**config.mk**
```make
export PLATFORM = sky130hd
export DESIGN_NAME = trap_ctrl_flat
export DESIGN_NICKNAME = d
export VERILOG_FILES = /design/src/rtl/trap_ctrl_if.sv /design/src/rtl/trap_ctrl.sv /design/src/flat_wrapper.sv
export SDC_FILE = /design/constraint.sdc
export NUM_CORES = 1
export LEC_CHECK = 0
export CORE_ASPECT_RATIO = 1.75
export CORE_MARGIN = 10
export CORE_UTILIZATION = 25
export CTS_CLUSTER_DIAMETER = 200
export CTS_CLUSTER_SIZE = 24
export DETAILED_ROUTE_END_ITERATION = 8
export PLACE_DENSITY_LB_ADDON = 0.2
export SYNTH_ARGS = -nofsm -noshare
export SYNTH_HDL_FRONTEND = slang
export SYNTH_SLANG_ARGS = --single-unit
```
**constraint.sdc**
```tcl
create_clock -name clk_i -period 5.3 [get_ports clk_i]
set_input_delay 1.06 -clock clk_i [delete_from_list [all_inputs] [get_ports clk_i]]
set_output_delay 1.06 -clock clk_i [all_outputs]
set_load 0.02 [all_outputs]
```
**src/rtl/trap_ctrl_if.sv**
```systemverilog
// Commit-stage and csr_file signals seen by the trap controller.
// master drives commit/CSR state; slave is trap_ctrl itself.
interface trap_ctrl_if #(
  parameter int DATA_WIDTH = 32
);
  logic                  inst_valid_i;
  logic [DATA_WIDTH-1:0] inst_pc_i;
  logic                  inst_ecall_i;
  logic                  inst_ebreak_i;
  logic                  inst_illegal_i;
  logic                  inst_mret_i;
  logic                  mem_busy_i;
  logic                  mstatus_ie_i;
  logic                  mie_external_i;
  logic                  mie_timer_i;
  logic                  mie_software_i;
  logic                  mip_external_i;
  logic                  mip_timer_i;
  logic                  mip_software_i;
  logic [DATA_WIDTH-1:0] mtvec_i;
  logic [DATA_WIDTH-1:0] epc_i;

  logic                  stall_o;
  logic                  flush_o;
  logic                  redirect_o;
  logic [DATA_WIDTH-1:0] redirect_pc_o;
  logic                  commit_block_o;
  logic                  cause_we_o;
  logic [3:0]            cause_o;
  logic                  interrupt_type_o;
  logic                  epc_we_o;
  logic [DATA_WIDTH-1:0] epc_o;
  logic                  mstatus_ie_clear_o;
  logic                  mstatus_ie_set_o;

  modport master (
    output inst_valid_i, inst_pc_i,
    output inst_ecall_i, inst_ebreak_i,
    output inst_illegal_i, inst_mret_i,
    output mem_busy_i, mstatus_ie_i,
    output mie_external_i, mie_timer_i,
    output mie_software_i,
    output mip_external_i, mip_timer_i,
    output mip_software_i,
    output mtvec_i, epc_i,
    input  stall_o, flush_o,
    input  redirect_o, redirect_pc_o,
    input  commit_block_o,
    input  cause_we_o, cause_o,
    input  interrupt_type_o,
    input  epc_we_o, epc_o,
    input  mstatus_ie_clear_o,
    input  mstatus_ie_set_o
  );

  modport slave (
    input  inst_valid_i, inst_pc_i,
    input  inst_ecall_i, inst_ebreak_i,
    input  inst_illegal_i, inst_mret_i,
    input  mem_busy_i, mstatus_ie_i,
    input  mie_external_i, mie_timer_i,
    input  mie_software_i,
    input  mip_external_i, mip_timer_i,
    input  mip_software_i,
    input  mtvec_i, epc_i,
    output stall_o, flush_o,
    output redirect_o, redirect_pc_o,
    output commit_block_o,
    output cause_we_o, cause_o,
    output interrupt_type_o,
    output epc_we_o, epc_o,
    output mstatus_ie_clear_o,
    output mstatus_ie_set_o
  );
endinterface

```
**src/rtl/trap_ctrl.sv**
```systemverilog
// Machine-mode trap/interrupt sequencer between commit and csr_file.
// Detect in IDLE, drain memory, write CSRs, then flush and redirect.
module trap_ctrl #(
  parameter int DATA_WIDTH = 32
) (
  input  logic       clk_i,
  input  logic       rst_i,
  trap_ctrl_if.slave bus
);

  typedef enum logic [2:0] {
    IDLE,
    WAIT,
    SAVE,
    JUMP,
    MRET
  } state_t;

  state_t state;
  state_t state_nx;

  logic [3:0]            cause_q;
  logic [3:0]            cause_d;
  logic                  type_q;
  logic                  type_d;
  logic [DATA_WIDTH-1:0] epc_q;
  logic [DATA_WIDTH-1:0] epc_d;

  logic                  irq_ext;
  logic                  irq_tim;
  logic                  irq_sw;
  logic                  exc_req;
  logic                  irq_req;
  logic                  mret_req;
  logic [3:0]            exc_cause;
  logic [3:0]            irq_cause;
  logic [DATA_WIDTH-1:0] tvec_base;
  logic [DATA_WIDTH-1:0] tvec_off;
  logic [DATA_WIDTH-1:0] tvec_pc;

  assign irq_ext = bus.mie_external_i
                 & bus.mip_external_i;
  assign irq_tim = bus.mie_timer_i
                 & bus.mip_timer_i;
  assign irq_sw  = bus.mie_software_i
                 & bus.mip_software_i;

  assign exc_req = bus.inst_valid_i
                 & (bus.inst_illegal_i
                 |  bus.inst_ebreak_i
                 |  bus.inst_ecall_i);

  assign irq_req = bus.inst_valid_i
                 & bus.mstatus_ie_i
                 & (irq_ext | irq_tim | irq_sw);

  assign mret_req = bus.inst_valid_i
                  & bus.inst_mret_i;

  // Exception cause: illegal over ebreak over ecall.
  always_comb begin
    exc_cause = 4'd11;
    priority case (1'b1)
      bus.inst_illegal_i: exc_cause = 4'd2;
      bus.inst_ebreak_i:  exc_cause = 4'd3;
      default:            exc_cause = 4'd11;
    endcase
  end

  // Interrupt cause: external over software over timer.
  always_comb begin
    irq_cause = 4'd7;
    priority case (1'b1)
      irq_ext: irq_cause = 4'd11;
      irq_sw:  irq_cause = 4'd3;
      default: irq_cause = 4'd7;
    endcase
  end

  // Vectored mode only offsets interrupts; sum wraps naturally.
  assign tvec_base = {bus.mtvec_i[DATA_WIDTH-1:2], 2'b00};
  assign tvec_off  = DATA_WIDTH'({cause_q, 2'b00});
  assign tvec_pc   = (bus.mtvec_i[1:0] == 2'b01 && type_q)
                   ? tvec_base + tvec_off
                   : tvec_base;

  // State and latched trap context.
  always_ff @(posedge clk_i) begin
    if (rst_i) begin
      state   <= IDLE;
      cause_q <= '0;
      type_q  <= 1'b0;
      epc_q   <= '0;
    end else begin
      state   <= state_nx;
      cause_q <= cause_d;
      type_q  <= type_d;
      epc_q   <= epc_d;
    end
  end

  // Next state, context capture and all outputs.
  // A busy memory port at detect time routes through WAIT;
  // otherwise the CSR write lands in the very next cycle.
  always_comb begin
    state_nx               = state;
    cause_d                = cause_q;
    type_d                 = type_q;
    epc_d                  = epc_q;
    bus.stall_o            = 1'b0;
    bus.flush_o            = 1'b0;
    bus.redirect_o         = 1'b0;
    bus.redirect_pc_o      = '0;
    bus.commit_block_o     = 1'b0;
    bus.cause_we_o         = 1'b0;
    bus.cause_o            = '0;
    bus.interrupt_type_o   = 1'b0;
    bus.epc_we_o           = 1'b0;
    bus.epc_o              = '0;
    bus.mstatus_ie_clear_o = 1'b0;
    bus.mstatus_ie_set_o   = 1'b0;

    unique case (state)
      IDLE: begin
        if (exc_req || irq_req) begin
          bus.stall_o        = 1'b1;
          bus.commit_block_o = 1'b1;
          cause_d  = exc_req ? exc_cause : irq_cause;
          type_d   = ~exc_req;
          epc_d    = bus.inst_pc_i;
          state_nx = bus.mem_busy_i ? WAIT : SAVE;
        end else if (mret_req) begin
          bus.stall_o = 1'b1;
          state_nx    = MRET;
        end
      end
      WAIT: begin
        bus.stall_o = 1'b1;
        if (!bus.mem_busy_i) begin
          state_nx = SAVE;
        end
      end
      SAVE: begin
        bus.stall_o            = 1'b1;
        bus.cause_we_o         = 1'b1;
        bus.epc_we_o           = 1'b1;
        bus.mstatus_ie_clear_o = 1'b1;
        bus.cause_o            = cause_q;
        bus.interrupt_type_o   = type_q;
        bus.epc_o              = epc_q;
        state_nx               = JUMP;
      end
      JUMP: begin
        bus.redirect_o    = 1'b1;
        bus.flush_o       = 1'b1;
        bus.redirect_pc_o = tvec_pc;
        state_nx          = IDLE;
      end
      MRET: begin
        bus.mstatus_ie_set_o = 1'b1;
        bus.redirect_o       = 1'b1;
        bus.flush_o          = 1'b1;
        bus.redirect_pc_o    = bus.epc_i;
        state_nx             = IDLE;
      end
      default: state_nx = IDLE;
    endcase

    // Reset silences everything, including the detect path.
    if (rst_i) begin
      state_nx               = IDLE;
      bus.stall_o            = 1'b0;
      bus.flush_o            = 1'b0;
      bus.redirect_o         = 1'b0;
      bus.redirect_pc_o      = '0;
      bus.commit_block_o     = 1'b0;
      bus.cause_we_o         = 1'b0;
      bus.cause_o            = '0;
      bus.interrupt_type_o   = 1'b0;
      bus.epc_we_o           = 1'b0;
      bus.epc_o              = '0;
      bus.mstatus_ie_clear_o = 1'b0;
      bus.mstatus_ie_set_o   = 1'b0;
    end
  end

endmodule

```
**src/flat_wrapper.sv**
```systemverilog
// flat-port wrapper written by rule: the top's interface ports become plain ports
module trap_ctrl_flat 
#(
  parameter int DATA_WIDTH = 32
)
  (clk_i, rst_i, bus_inst_valid_i, bus_inst_pc_i, bus_inst_ecall_i, bus_inst_ebreak_i, bus_inst_illegal_i, bus_inst_mret_i, bus_mem_busy_i, bus_mstatus_ie_i, bus_mie_external_i, bus_mie_timer_i, bus_mie_software_i, bus_mip_external_i, bus_mip_timer_i, bus_mip_software_i, bus_mtvec_i, bus_epc_i, bus_stall_o, bus_flush_o, bus_redirect_o, bus_redirect_pc_o, bus_commit_block_o, bus_cause_we_o, bus_cause_o, bus_interrupt_type_o, bus_epc_we_o, bus_epc_o, bus_mstatus_ie_clear_o, bus_mstatus_ie_set_o);
  trap_ctrl_if #(.DATA_WIDTH(DATA_WIDTH)) bus_i ();
  input  logic clk_i;
  input  logic rst_i;
  input wire logic [$bits(bus_i.inst_valid_i)-1:0] bus_inst_valid_i;
  input wire logic [$bits(bus_i.inst_pc_i)-1:0] bus_inst_pc_i;
  input wire logic [$bits(bus_i.inst_ecall_i)-1:0] bus_inst_ecall_i;
  input wire logic [$bits(bus_i.inst_ebreak_i)-1:0] bus_inst_ebreak_i;
  input wire logic [$bits(bus_i.inst_illegal_i)-1:0] bus_inst_illegal_i;
  input wire logic [$bits(bus_i.inst_mret_i)-1:0] bus_inst_mret_i;
  input wire logic [$bits(bus_i.mem_busy_i)-1:0] bus_mem_busy_i;
  input wire logic [$bits(bus_i.mstatus_ie_i)-1:0] bus_mstatus_ie_i;
  input wire logic [$bits(bus_i.mie_external_i)-1:0] bus_mie_external_i;
  input wire logic [$bits(bus_i.mie_timer_i)-1:0] bus_mie_timer_i;
  input wire logic [$bits(bus_i.mie_software_i)-1:0] bus_mie_software_i;
  input wire logic [$bits(bus_i.mip_external_i)-1:0] bus_mip_external_i;
  input wire logic [$bits(bus_i.mip_timer_i)-1:0] bus_mip_timer_i;
  input wire logic [$bits(bus_i.mip_software_i)-1:0] bus_mip_software_i;
  input wire logic [$bits(bus_i.mtvec_i)-1:0] bus_mtvec_i;
  input wire logic [$bits(bus_i.epc_i)-1:0] bus_epc_i;
  output wire logic [$bits(bus_i.stall_o)-1:0] bus_stall_o;
  output wire logic [$bits(bus_i.flush_o)-1:0] bus_flush_o;
  output wire logic [$bits(bus_i.redirect_o)-1:0] bus_redirect_o;
  output wire logic [$bits(bus_i.redirect_pc_o)-1:0] bus_redirect_pc_o;
  output wire logic [$bits(bus_i.commit_block_o)-1:0] bus_commit_block_o;
  output wire logic [$bits(bus_i.cause_we_o)-1:0] bus_cause_we_o;
  output wire logic [$bits(bus_i.cause_o)-1:0] bus_cause_o;
  output wire logic [$bits(bus_i.interrupt_type_o)-1:0] bus_interrupt_type_o;
  output wire logic [$bits(bus_i.epc_we_o)-1:0] bus_epc_we_o;
  output wire logic [$bits(bus_i.epc_o)-1:0] bus_epc_o;
  output wire logic [$bits(bus_i.mstatus_ie_clear_o)-1:0] bus_mstatus_ie_clear_o;
  output wire logic [$bits(bus_i.mstatus_ie_set_o)-1:0] bus_mstatus_ie_set_o;
  assign bus_i.inst_valid_i = bus_inst_valid_i;
  assign bus_i.inst_pc_i = bus_inst_pc_i;
  assign bus_i.inst_ecall_i = bus_inst_ecall_i;
  assign bus_i.inst_ebreak_i = bus_inst_ebreak_i;
  assign bus_i.inst_illegal_i = bus_inst_illegal_i;
  assign bus_i.inst_mret_i = bus_inst_mret_i;
  assign bus_i.mem_busy_i = bus_mem_busy_i;
  assign bus_i.mstatus_ie_i = bus_mstatus_ie_i;
  assign bus_i.mie_external_i = bus_mie_external_i;
  assign bus_i.mie_timer_i = bus_mie_timer_i;
  assign bus_i.mie_software_i = bus_mie_software_i;
  assign bus_i.mip_external_i = bus_mip_external_i;
  assign bus_i.mip_timer_i = bus_mip_timer_i;
  assign bus_i.mip_software_i = bus_mip_software_i;
  assign bus_i.mtvec_i = bus_mtvec_i;
  assign bus_i.epc_i = bus_epc_i;
  assign bus_stall_o = bus_i.stall_o;
  assign bus_flush_o = bus_i.flush_o;
  assign bus_redirect_o = bus_i.redirect_o;
  assign bus_redirect_pc_o = bus_i.redirect_pc_o;
  assign bus_commit_block_o = bus_i.commit_block_o;
  assign bus_cause_we_o = bus_i.cause_we_o;
  assign bus_cause_o = bus_i.cause_o;
  assign bus_interrupt_type_o = bus_i.interrupt_type_o;
  assign bus_epc_we_o = bus_i.epc_we_o;
  assign bus_epc_o = bus_i.epc_o;
  assign bus_mstatus_ie_clear_o = bus_i.mstatus_ie_clear_o;
  assign bus_mstatus_ie_set_o = bus_i.mstatus_ie_set_o;
  trap_ctrl #(.DATA_WIDTH(DATA_WIDTH)) u_core (.clk_i(clk_i), .rst_i(rst_i), .bus(bus_i));
endmodule
```
==> results of run 1 <==
metrics by stage:
step	utilization [%]	cells
finish	43.93	725
global route	43.93	725
CTS	43.93	725
detailed placement	42.61	717
global placement	42.61	717
floorplan	-	418
state kept, by name, indices dropped and copies added (netlist names):
signal,cells
u_core.state,3
u_core.epc_q,32
u_core.cause_q,4
u_core.type_q,1
logic make-up after synthesis:
logic type      after synthesis  synth area share [%]
compound gates               91                 17.66
xor+xnor                     27                 7.965
fa+ha+maj                     5                 2.360
buf+inv                      35                 5.478
flops                        40                 26.97
mux                           2                0.6743
simple gates                218                 38.90
worst max-delay path, stage by stage:
cell and delay [ps]:
clkdlybuf4s50_1 420, ha_1 240, fa_1 430, a21o_1 200, a21oi_1 150, buf_4 250
nor3b_2 80, xnor2_1 140, o21ai_0 160, clkdlybuf4s50_1 630
synthesized netlist by cell type (2+ instances only):
master	count
a311oi_1	2
nand4_1	9
a21oi_1	43
nor3_1	12
nor2_1	15
nand4_4	2
nand2b_1	2
ha_1	4
xor2_1	13
mux2i_1	2
a21o_1	2
buf_4	4
a22oi_1	2
dfxtp_1	40
and4_1	4
and3_1	3
nand2_1	104
inv_1	3
and2_1	39
nand3_1	12
xnor2_1	14
o21ai_0	25
buf_2	7
nor4_4	2
o21ai_1	6
nor4_1	2
clkbuf_1	20
nand3b_1	3
per-layer routing:
metal	GRT usage [%]	wire length [µm]	vias up
li1	-	-	1765
met1	13.88	4506	1543
met2	26.56	6273	147
met3	4.838	1254	8
met4	3.479	114	0
met5	0	0	-
report_power, final:
group,switching (mW),internal [mW],leakage (nW)
combinational,0.120,0.132,1.39
clock,0.127,0.188,0.0772
sequential,0.0147,0.324,0.329
total,0.261,0.644,1.80
cell usage in the layout, fill, tap and decap left out, types with 3 or more instances in the layout:
| cell type | synthesis | routed |
|---|---|---|
| a21oi_1 | 43 | 43 |
| and2_1 | 39 | 39 |
| and3_1 | 3 | 3 |
| and4_1 | 4 | 4 |
| buf_4 | 4 | 9 |
| clkbuf_16 | 0 | 5 |
| clkdlybuf4s50_1 | 0 | 186 |
| dfxtp_1 | 40 | 40 |
| ha_1 | 4 | 4 |
| inv_1 | 3 | 3 |
| nand2_1 | 104 | 104 |
| nand3_1 | 12 | 12 |
| nand3b_1 | 3 | 3 |
| nand4_1 | 9 | 9 |
| nor2_1 | 15 | 15 |
| nor3_1 | 12 | 11 |
| o21ai_0 | 25 | 25 |
| o21ai_1 | 6 | 6 |
| xnor2_1 | 14 | 14 |
| xor2_1 | 13 | 13 |
layout make-up:
class / count / area [µm²]
Fill cell: 1210 / 6494
Inverter: 3 / 11.26
Clock inverter: 2 / 13.76
Timing Repair Buffer: 196 / 1934
Multi-Input combinational cell: 343 / 2019
Tap cell: 135 / 168.9
Sequential cell: 40 / 800.8
Clock buffer: 6 / 138.9
path summary, 6_finish.rpt:
check	from	to	slack, ps	cells after the start
worst max-delay path	bus_mtvec_i[2]	bus_redirect_pc_o[16]	480	10
worst min-delay path	u_core.epc_q[22]$_SDFFE_PP0P_	u_core.epc_q[22]$_SDFFE_PP0P_	450	2
worst max register to register	u_core.state[0]$_SDFFE_PP0P_	u_core.cause_q[2]$_SDFFE_PP0P_	3280	5
worst min register to register	u_core.epc_q[22]$_SDFFE_PP0P_	u_core.epc_q[22]$_SDFFE_PP0P_	450	2
==> impl_metrics.ini, run 1 <==
[synthesis]
ys_ff_latch = 40
synthTopCellsByArea = dfxtp_1 27%, nand2_1 13%, and2_1 8.2%, a21oi_1 7.2%, o21ai_0 4.2%
syn-instance-count = 418
syn_nets = 534
avgSynthCellArea_um2 = 7.103
ys_types = 50
yosysSeqAreaShare_pct = 26.97
syn_area_um2 = 2969
synth_edf_count = 0
synthFlopType = dfxtp_1
synth_top_area_share_pct = 26.97
async_flop_share_pct = 0
synth_top_area_cell = dfxtp_1
ys_warn_count = 0

[flow_run]
cap_violations = 0

[worst_setup_path]
required_ps = 4240
end_kind = output port
start_kind = input port
crit_arrival_ps = 3760
worstSetupPathType = input port to output port
cp_max_fo = 11

[route]
ant_nets = 0
drt-vias-per-instance = 4.777
drc_errors = 0
dr.pass1.iters = 4
avgRoutedWirePerCell_um = 16.76
drtIter0Drc = 89
routed_wirelength_um = 12150
vias = 3463

[global_route]
grt_pass1_wl_um = 18740
grtUsageTotal_pct = 13.99
grt_max_degree = 39
antenna_found_initial = 0
grt_overflow = 0
grt_pass1_vias = 3543

[clock_tree]
clockBufferDepth = 2
ctsHoldBuffers = 0
cts_tree = yes
ctsRootBufferMaster = clkbuf_16
numCtsBuffers = 5
cts.sinks = 40
postCtsSetupBuffers = 0
path_clk_slew_ps = 60
cts_resized = 0
htree_levels = 2
worstSkewPairLatency_ps = 290

[finish]
n_antenna_cell = 0
drive_gt1_share_pct = 5.085
nets = 705
area_delta_synth_final_pct = 71.34
final_cell_area_um2 = 5087

[timing]
period_share_pct = 90.85
worst_pin_slew_ps = 829.6
finalSetupTns_ps = 0
drv_slew = 0
fin_skew_ps = 5.835
max_slew_margin_pct = 44.19
setup_viol = 0
fin_ws_ps = 484.9
fmax_mhz = 207.7
rsz0062_at_grt = false
period_needed_ps = 4815
fin_hold_ws_ps = 448.1
hold_viol_final = 0

[power_and_ir_drop]
ir_drop_v = 0.0001368
p_leak_nw = 1.801
power.density_nw_per_um2 = 178.0
fin_total_pwr_mw = 0.9055

[die]
ioPinCount = 188
dieArea_um2 = 16810
die_w_um = 102.4
rows = 52
core_um2 = 11580
die_h_um = 164.2
start_util_pct = 25.64

[hold_path]
hold_path_class = register to register

[placement]
place_congestion = 0.8572
dp_hpwl_um = 9938
preCtsSetupSlack_ps = 486.9
place_area_um2 = 4935
io_buffers = 187

[run_status]
run_status = complete, no violations
(Power assumes the default switching activity.)
==> inputs of run 2 (changes only) <==
CTS_CLUSTER_SIZE = 12   (was 24)
HOLD_SLACK_MARGIN = 0.15   (was not set)
==> results of run 2 <==
No change in the layout: final DEF, timing and power equal those of run 1.
